### config.mk
export PLATFORM = sky130hd
export DESIGN_NAME = pwm_multi_channel_flat
export DESIGN_NICKNAME = d
export VERILOG_FILES = /design/src/rtl/pwm_multi_channel_if.sv /design/src/rtl/pwm_multi_channel.sv /design/src/flat_wrapper.sv
export SDC_FILE = /design/constraint.sdc
export NUM_CORES = 1
export LEC_CHECK = 0
export CAP_MARGIN = 10
export CORE_UTILIZATION = 55
export DETAILED_ROUTE_END_ITERATION = 10
export GPL_TIMING_DRIVEN = 0
export PLACE_DENSITY = 0.78
export SYNTH_ARGS = -nofsm -noshare
export SYNTH_HDL_FRONTEND = slang
export SYNTH_SLANG_ARGS = --single-unit
### constraint.sdc
create_clock -name clk -period 4.8 [get_ports clk]
set_clock_uncertainty 0.15 [all_clocks]
set_input_delay 0.72 -clock clk [delete_from_list [all_inputs] [get_ports clk]]
set_output_delay 0.72 -clock clk [all_outputs]
set_load 0.05 [all_outputs]
### src/rtl/pwm_multi_channel_if.sv
// Register-bank side of the multi-channel PWM: configuration inputs plus
// the PWM outputs and status pulses.
interface pwm_multi_channel_if #(
  parameter int N       = 8,
  parameter int CH      = 4,
  parameter int PRESC_W = 8
);
  logic               enable;
  logic [PRESC_W-1:0] prescale;
  logic [N-1:0]       period;
  logic               center_mode;
  logic [CH*N-1:0]    duty;
  logic [CH-1:0]      polarity;
  logic               update;
  logic [CH-1:0]      pwm_out;
  logic               period_tick;
  logic               update_ack;

  modport master (
    output enable, prescale, period, center_mode, duty, polarity, update,
    input  pwm_out, period_tick, update_ack
  );

  modport slave (
    input  enable, prescale, period, center_mode, duty, polarity, update,
    output pwm_out, period_tick, update_ack
  );
endinterface

### src/rtl/pwm_multi_channel.sv
// Multi-channel PWM with shared prescaled time base, edge/center-aligned
// counting and double-buffered settings that only change at period boundaries.
module pwm_multi_channel #(
  parameter int N       = 8,
  parameter int CH      = 4,
  parameter int PRESC_W = 8
) (
  input logic             clk,
  input logic             reset_n,
  pwm_multi_channel_if.slave bus
);

  typedef enum logic { DIR_UP, DIR_DOWN } dir_e;
  typedef enum logic { MODE_EDGE, MODE_CENTER } mode_e;

  logic [PRESC_W-1:0] presc_cnt_q, presc_cnt_d;
  logic [N-1:0]       cnt_q, cnt_d;
  dir_e               dir_q, dir_d;
  logic               pending_q, pending_d;
  logic [N-1:0]       period_a_q, period_a_d;
  logic [CH*N-1:0]    duty_a_q, duty_a_d;
  logic [CH-1:0]      pol_a_q, pol_a_d;
  mode_e              mode_a_q, mode_a_d;
  logic [CH-1:0]      pwm_out_q, pwm_out_d;
  logic               period_tick_q, period_tick_d;
  logic               update_ack_q, update_ack_d;

  logic               tick;
  logic               boundary;
  logic               load;
  logic [CH-1:0]      raw;

  always_comb begin
    raw = '0;
    for (int k = 0; k < CH; k++) begin
      raw[k] = (cnt_q < duty_a_q[k*N +: N]);
    end
  end

  always_comb begin
    presc_cnt_d   = presc_cnt_q;
    cnt_d         = cnt_q;
    dir_d         = dir_q;
    pending_d     = pending_q;
    period_a_d    = period_a_q;
    duty_a_d      = duty_a_q;
    pol_a_d       = pol_a_q;
    mode_a_d      = mode_a_q;
    pwm_out_d     = pwm_out_q;
    period_tick_d = 1'b0;
    update_ack_d  = 1'b0;
    tick          = 1'b0;
    boundary      = 1'b0;
    load          = 1'b0;

    if (!bus.enable) begin
      presc_cnt_d = '0;
      cnt_d       = '0;
      dir_d       = DIR_UP;
      pwm_out_d   = pol_a_q;
      load        = pending_q | bus.update;
    end else begin
      // >= rather than == so a live prescale reduction never stalls for a full wrap
      if (presc_cnt_q >= bus.prescale) begin
        tick        = 1'b1;
        presc_cnt_d = '0;
      end else begin
        presc_cnt_d = presc_cnt_q + 1'b1;
      end

      if (tick) begin
        if (period_a_q == '0) begin
          boundary = 1'b1;
          cnt_d    = '0;
          dir_d    = DIR_UP;
        end else if (mode_a_q == MODE_EDGE) begin
          dir_d = DIR_UP;
          if (cnt_q == period_a_q) begin
            boundary = 1'b1;
            cnt_d    = '0;
          end else begin
            cnt_d = cnt_q + 1'b1;
          end
        end else if (dir_q == DIR_UP) begin
          if (cnt_q == period_a_q) begin
            dir_d = DIR_DOWN;
            cnt_d = cnt_q - 1'b1;
          end else begin
            cnt_d = cnt_q + 1'b1;
          end
        end else begin
          if (cnt_q == N'(1)) begin
            boundary = 1'b1;
            dir_d    = DIR_UP;
            cnt_d    = '0;
          end else begin
            cnt_d = cnt_q - 1'b1;
          end
        end
      end

      pwm_out_d     = raw ^ pol_a_q;
      period_tick_d = boundary;
      load          = boundary & (pending_q | bus.update);
    end

    // Ports are sampled at load time, so repeated update pulses collapse into one load
    if (load) begin
      period_a_d   = bus.period;
      duty_a_d     = bus.duty;
      pol_a_d      = bus.polarity;
      mode_a_d     = mode_e'(bus.center_mode);
      dir_d        = DIR_UP;
      pending_d    = 1'b0;
      update_ack_d = 1'b1;
    end else begin
      pending_d = pending_q | bus.update;
    end
  end

  always_ff @(posedge clk or negedge reset_n) begin
    if (!reset_n) begin
      presc_cnt_q   <= '0;
      cnt_q         <= '0;
      dir_q         <= DIR_UP;
      pending_q     <= 1'b0;
      period_a_q    <= '1;
      duty_a_q      <= '0;
      pol_a_q       <= '0;
      mode_a_q      <= MODE_EDGE;
      pwm_out_q     <= '0;
      period_tick_q <= 1'b0;
      update_ack_q  <= 1'b0;
    end else begin
      presc_cnt_q   <= presc_cnt_d;
      cnt_q         <= cnt_d;
      dir_q         <= dir_d;
      pending_q     <= pending_d;
      period_a_q    <= period_a_d;
      duty_a_q      <= duty_a_d;
      pol_a_q       <= pol_a_d;
      mode_a_q      <= mode_a_d;
      pwm_out_q     <= pwm_out_d;
      period_tick_q <= period_tick_d;
      update_ack_q  <= update_ack_d;
    end
  end

  assign bus.pwm_out     = pwm_out_q;
  assign bus.period_tick = period_tick_q;
  assign bus.update_ack  = update_ack_q;

endmodule

### src/flat_wrapper.sv
// flat-port wrapper written by rule: the top's interface ports become plain ports
module pwm_multi_channel_flat 
#(
  parameter int N       = 8,
  parameter int CH      = 4,
  parameter int PRESC_W = 8
)
  (clk, reset_n, bus_enable, bus_prescale, bus_period, bus_center_mode, bus_duty, bus_polarity, bus_update, bus_pwm_out, bus_period_tick, bus_update_ack);
  pwm_multi_channel_if #(.N(N), .CH(CH), .PRESC_W(PRESC_W)) bus_i ();
  input logic clk;
  input logic reset_n;
  input wire logic [$bits(bus_i.enable)-1:0] bus_enable;
  input wire logic [$bits(bus_i.prescale)-1:0] bus_prescale;
  input wire logic [$bits(bus_i.period)-1:0] bus_period;
  input wire logic [$bits(bus_i.center_mode)-1:0] bus_center_mode;
  input wire logic [$bits(bus_i.duty)-1:0] bus_duty;
  input wire logic [$bits(bus_i.polarity)-1:0] bus_polarity;
  input wire logic [$bits(bus_i.update)-1:0] bus_update;
  output wire logic [$bits(bus_i.pwm_out)-1:0] bus_pwm_out;
  output wire logic [$bits(bus_i.period_tick)-1:0] bus_period_tick;
  output wire logic [$bits(bus_i.update_ack)-1:0] bus_update_ack;
  assign bus_i.enable = bus_enable;
  assign bus_i.prescale = bus_prescale;
  assign bus_i.period = bus_period;
  assign bus_i.center_mode = bus_center_mode;
  assign bus_i.duty = bus_duty;
  assign bus_i.polarity = bus_polarity;
  assign bus_i.update = bus_update;
  assign bus_pwm_out = bus_i.pwm_out;
  assign bus_period_tick = bus_i.period_tick;
  assign bus_update_ack = bus_i.update_ack;
  pwm_multi_channel #(.N(N), .CH(CH), .PRESC_W(PRESC_W)) u_core (.clk(clk), .reset_n(reset_n), .bus(bus_i));
endmodule
==> metrics.txt <==
run status=finished clean; Die X=101 um; setup total negative slack=0 ns; latest clock arrival within the worst-skew pair=0.35 ns; clock buffer depth=2; Final Util=68.7%; worst path buffer plus inverter count=4; Max Cap Viol=0; Leak Pwr=2.80 nW; Slowest-stage cell, CP=clkbuf_1; post-cts resize count=0; fill cell count=767; startpoint types=input pin; Via density=6.79; Min Hold Slack=0.116 ns; Synth area leaders=dfrtp_1 28%, ha_1 9.3%, nand4_1 6.0%; Num CTS Buffers=9; internal power=1.23 mW; slew margin rel.=48.0%; worst-margin pin slew=0.775 ns; worst reg2reg setup slack=1.80 ns; most frequent CP cell=clkbuf_1; Setup-failing EPs final=0; Area Overhead vs Synth=19.3%; Sink Count=69; sequential share of the synthesized area=32.2%; Comb power frac=29.8%; Syn Nets=745; gpl congestion=0.921; critical path's largest stage delay=0.51 ns; Sw Pwr=0.650 mW; share of the synthesized area in the top cell type=28.3%; clock power share=30.4%; first-pass GRT wire length=27200 um; IO Count=63; core area=9370 um^2; CP endpoint kind=register; Register Area=1740 um^2; Pwr Density=292 nW/um^2; row cnt=35; Async SR Flop Fraction=100%; Synth Instances=648; grt ovf=0; Hold/Removal Path Class=in2async; residual DRC count=0; GRT Total Usage=34.4%; initial antenna violation count=0; routed vias=5813; layout cells sized above 1=6.46%; vias in the first global route=5584; Tcrit/Tclk final=71.9%; Post-synth EDFFs=0; dpl cell area=6210 um^2; Final Cell Area=6440 um^2; Fmax=0.290 GHz; die height=101 um; #FFs+latches synth=69; Multi-input gate area=3260 um^2; worst r2r path cells=9; arrival time worst endpoint=3.53 ns; ANT nets after route=0; WS Path Type=in2reg; worst-path maximum fanout=10; TritonCTS clock tree=yes; Unique masters post-synth=54; # hold bufs at CTS=0; TritonRoute pass-1 iters=9; fin nets=819; dominant synthesized flop cell=dfrtp_1; ANT cells=0; r2r startpoint=u_core.presc_cnt_q[7]$_DFF_PN0_; IO buf count=62; largest net degree at the start of global routing=45; Yosys top cell by area=dfrtp_1; Clock H-tree levels=3; worst path required time=4.88 ns; Synth Warn #=0; maximum vdd drop=0.160 mV; die area=10200 um^2; WL final=16800 um; Setup Fix Bufs, Post-CTS=0; DRT iter0 DRCs=602; delay-heaviest family, CP=buffers and inverters; Slew Limit Fails=0; clk root buf=clkbuf_8; switching part of the total power=34.6%; Clock Pin Slew Worst Setup and Hold Paths=0.08 ns; dpl hpwl=11900 um; Final Hold Fails=0; RSZ-0062 raised after global routing=no; wire length per cell=19.6 um; crit path cell chain=clkdlybuf4s50_1, inv_1, ha_1, a211oi_1, o21ai_0, a41oi_1, or2_2, clkbuf_1, clkbuf_1, a31oi_1, o311ai_0; Tmin final=3.45 ns; capturing point of the worst reg2reg path=u_core.duty_a_q[13]$_DFFE_PN0P_; Reg power frac=39.8%; Syn Std Cell Area=5400 um^2; Mean Syn Cell Area=8.33 um^2; initial core utilization=57.6%
## area by class of cell
cell class	instances	area share, %
sequential	69	27.0
buffer	55	3.69
clock inverter	5	1.26
timing repair buffer	63	10.0
multi-input combinational	479	50.6
inverter	45	2.62
clock buffer	11	2.35
tap	129	2.51
## worst max path at each step
stage / from / end / cells after the start
floorplan: bus_prescale[7] / u_core.duty_a_q[1]$_DFFE_PN0P_ / 10
global placement: reset_n / u_core.bus.update_ack$_DFF_PN0_ / 1
detailed placement: bus_prescale[7] / u_core.duty_a_q[13]$_DFFE_PN0P_ / 11
CTS: bus_prescale[7] / u_core.duty_a_q[13]$_DFFE_PN0P_ / 11
global route: bus_prescale[7] / u_core.duty_a_q[13]$_DFFE_PN0P_ / 11
finish: bus_prescale[7] / u_core.duty_a_q[13]$_DFFE_PN0P_ / 11
## power groups by stage
| stage | combinational, mW | sequential, mW | clock (mW) |
|---|---|---|---|
| after floorplan | 0.337 | 0.765 | 0 |
| after global placement | 0.523 | 0.749 | 0 |
| after detailed placement | 0.549 | 0.754 | 0 |
| after CTS | 0.552 | 0.743 | 0.567 |
| after global routing | 0.619 | 0.755 | 0.601 |
| final | 0.560 | 0.747 | 0.571 |
## per-stage QoR
stage                     worst slack [ns]  instances  power (mW)
final                                 1.35        856        1.88
after CTS                             1.36        856        1.86
after detailed placement              1.01        840        1.30
after global placement               0.378        839        1.27
after floorplan                       2.10        648        1.10
after global routing                  1.11        856        1.98
## synth_stat cells (all sizes together), types with 2 or more instances
cell,n
nand3,62
dfrtp,61
nand4,52
inv,44
clkbuf,42
o21ai,42
ha,40
a31oi,29
o311ai,28
and3,25
nor2,24
nand2,21
nand2b,20
a221oi,16
and2,16
a21oi,15
buf,13
xnor2,13
a211oi,9
a21o,8
dfstp,8
nor3,8
o211ai,5
xor2,5
mux2i,4
o2111ai,4
or3b,4
and4,3
a221o,2
a22oi,2
a31o,2
nand3b,2
nor4,2
o21a,2
or2,2
or3,2
## worst register-to-register path, delay by kind of cell, from the launching register on
family,cells,cell delay (ns)
and+or+nand+nor,1,0.18
AOI/OAI and AO/OA,5,0.96
buffers and inverters,2,0.89
adders and majority gates,1,0.29
DFF,1,0.40
## routing by layer
metal | GRT usage (%) | part of all wire, % | routed length, um | vias up
met5 | 0 | 0 | 0 | -
met4 | 18.7 | 3.4 | 565 | 0
met3 | 5.96 | 9.7 | 1630 | 54
met2 | 54.5 | 45 | 7630 | 363
met1 | 44.5 | 41 | 6950 | 2778
li1 | - | - | - | 2618
## cells by family after synthesis
group,after synthesis,share of synthesized area (%)
AND/OR/NAND/NOR,245,25.1
AO/OA/AOI/OAI,172,22.3
buffers and inverters,100,7.53
flip-flops,69,32.2
adder cells (fa/ha/maj),40,9.27
XOR/XNOR,18,2.92
multiplexers,4,0.742
## cell usage in the layout, fill, tap and decap left out, types with 4 or more instances in the layout
master / count
o21ai_0: 39
buf_2: 5
and2_1: 16
o2111ai_1: 4
o311ai_0: 27
buf_4: 5
a21oi_1: 15
mux2i_1: 4
a31oi_1: 29
nand2_1: 21
a221oi_1: 16
nor3_1: 8
nand3_1: 62
nor2_1: 24
nand2b_1: 20
nand4_1: 52
clkbuf_8: 11
inv_1: 44
ha_1: 40
and3_1: 25
clkdlybuf4s50_1: 61
clkbuf_1: 40
xnor2_1: 13
o211ai_1: 5
a21o_1: 8
xor2_1: 5
dfrtp_1: 61
or3b_2: 4
a211oi_1: 9
dfstp_2: 8
## state kept, by name, indices dropped and copies added, names as in the netlist
register / count
u_core.presc_cnt_q: 8
u_core.cnt_q: 8
u_core.duty_a_q: 32
u_core.pol_a_q: 4
u_core.mode_a_q: 1
u_core.dir_q: 1
u_core.bus.update_ack: 1
u_core.period_a_q: 8
u_core.pending_q: 1
u_core.bus.period_tick: 1
u_core.bus.pwm_out: 4
No activity file was read; power rests on OpenSTA's default activity.
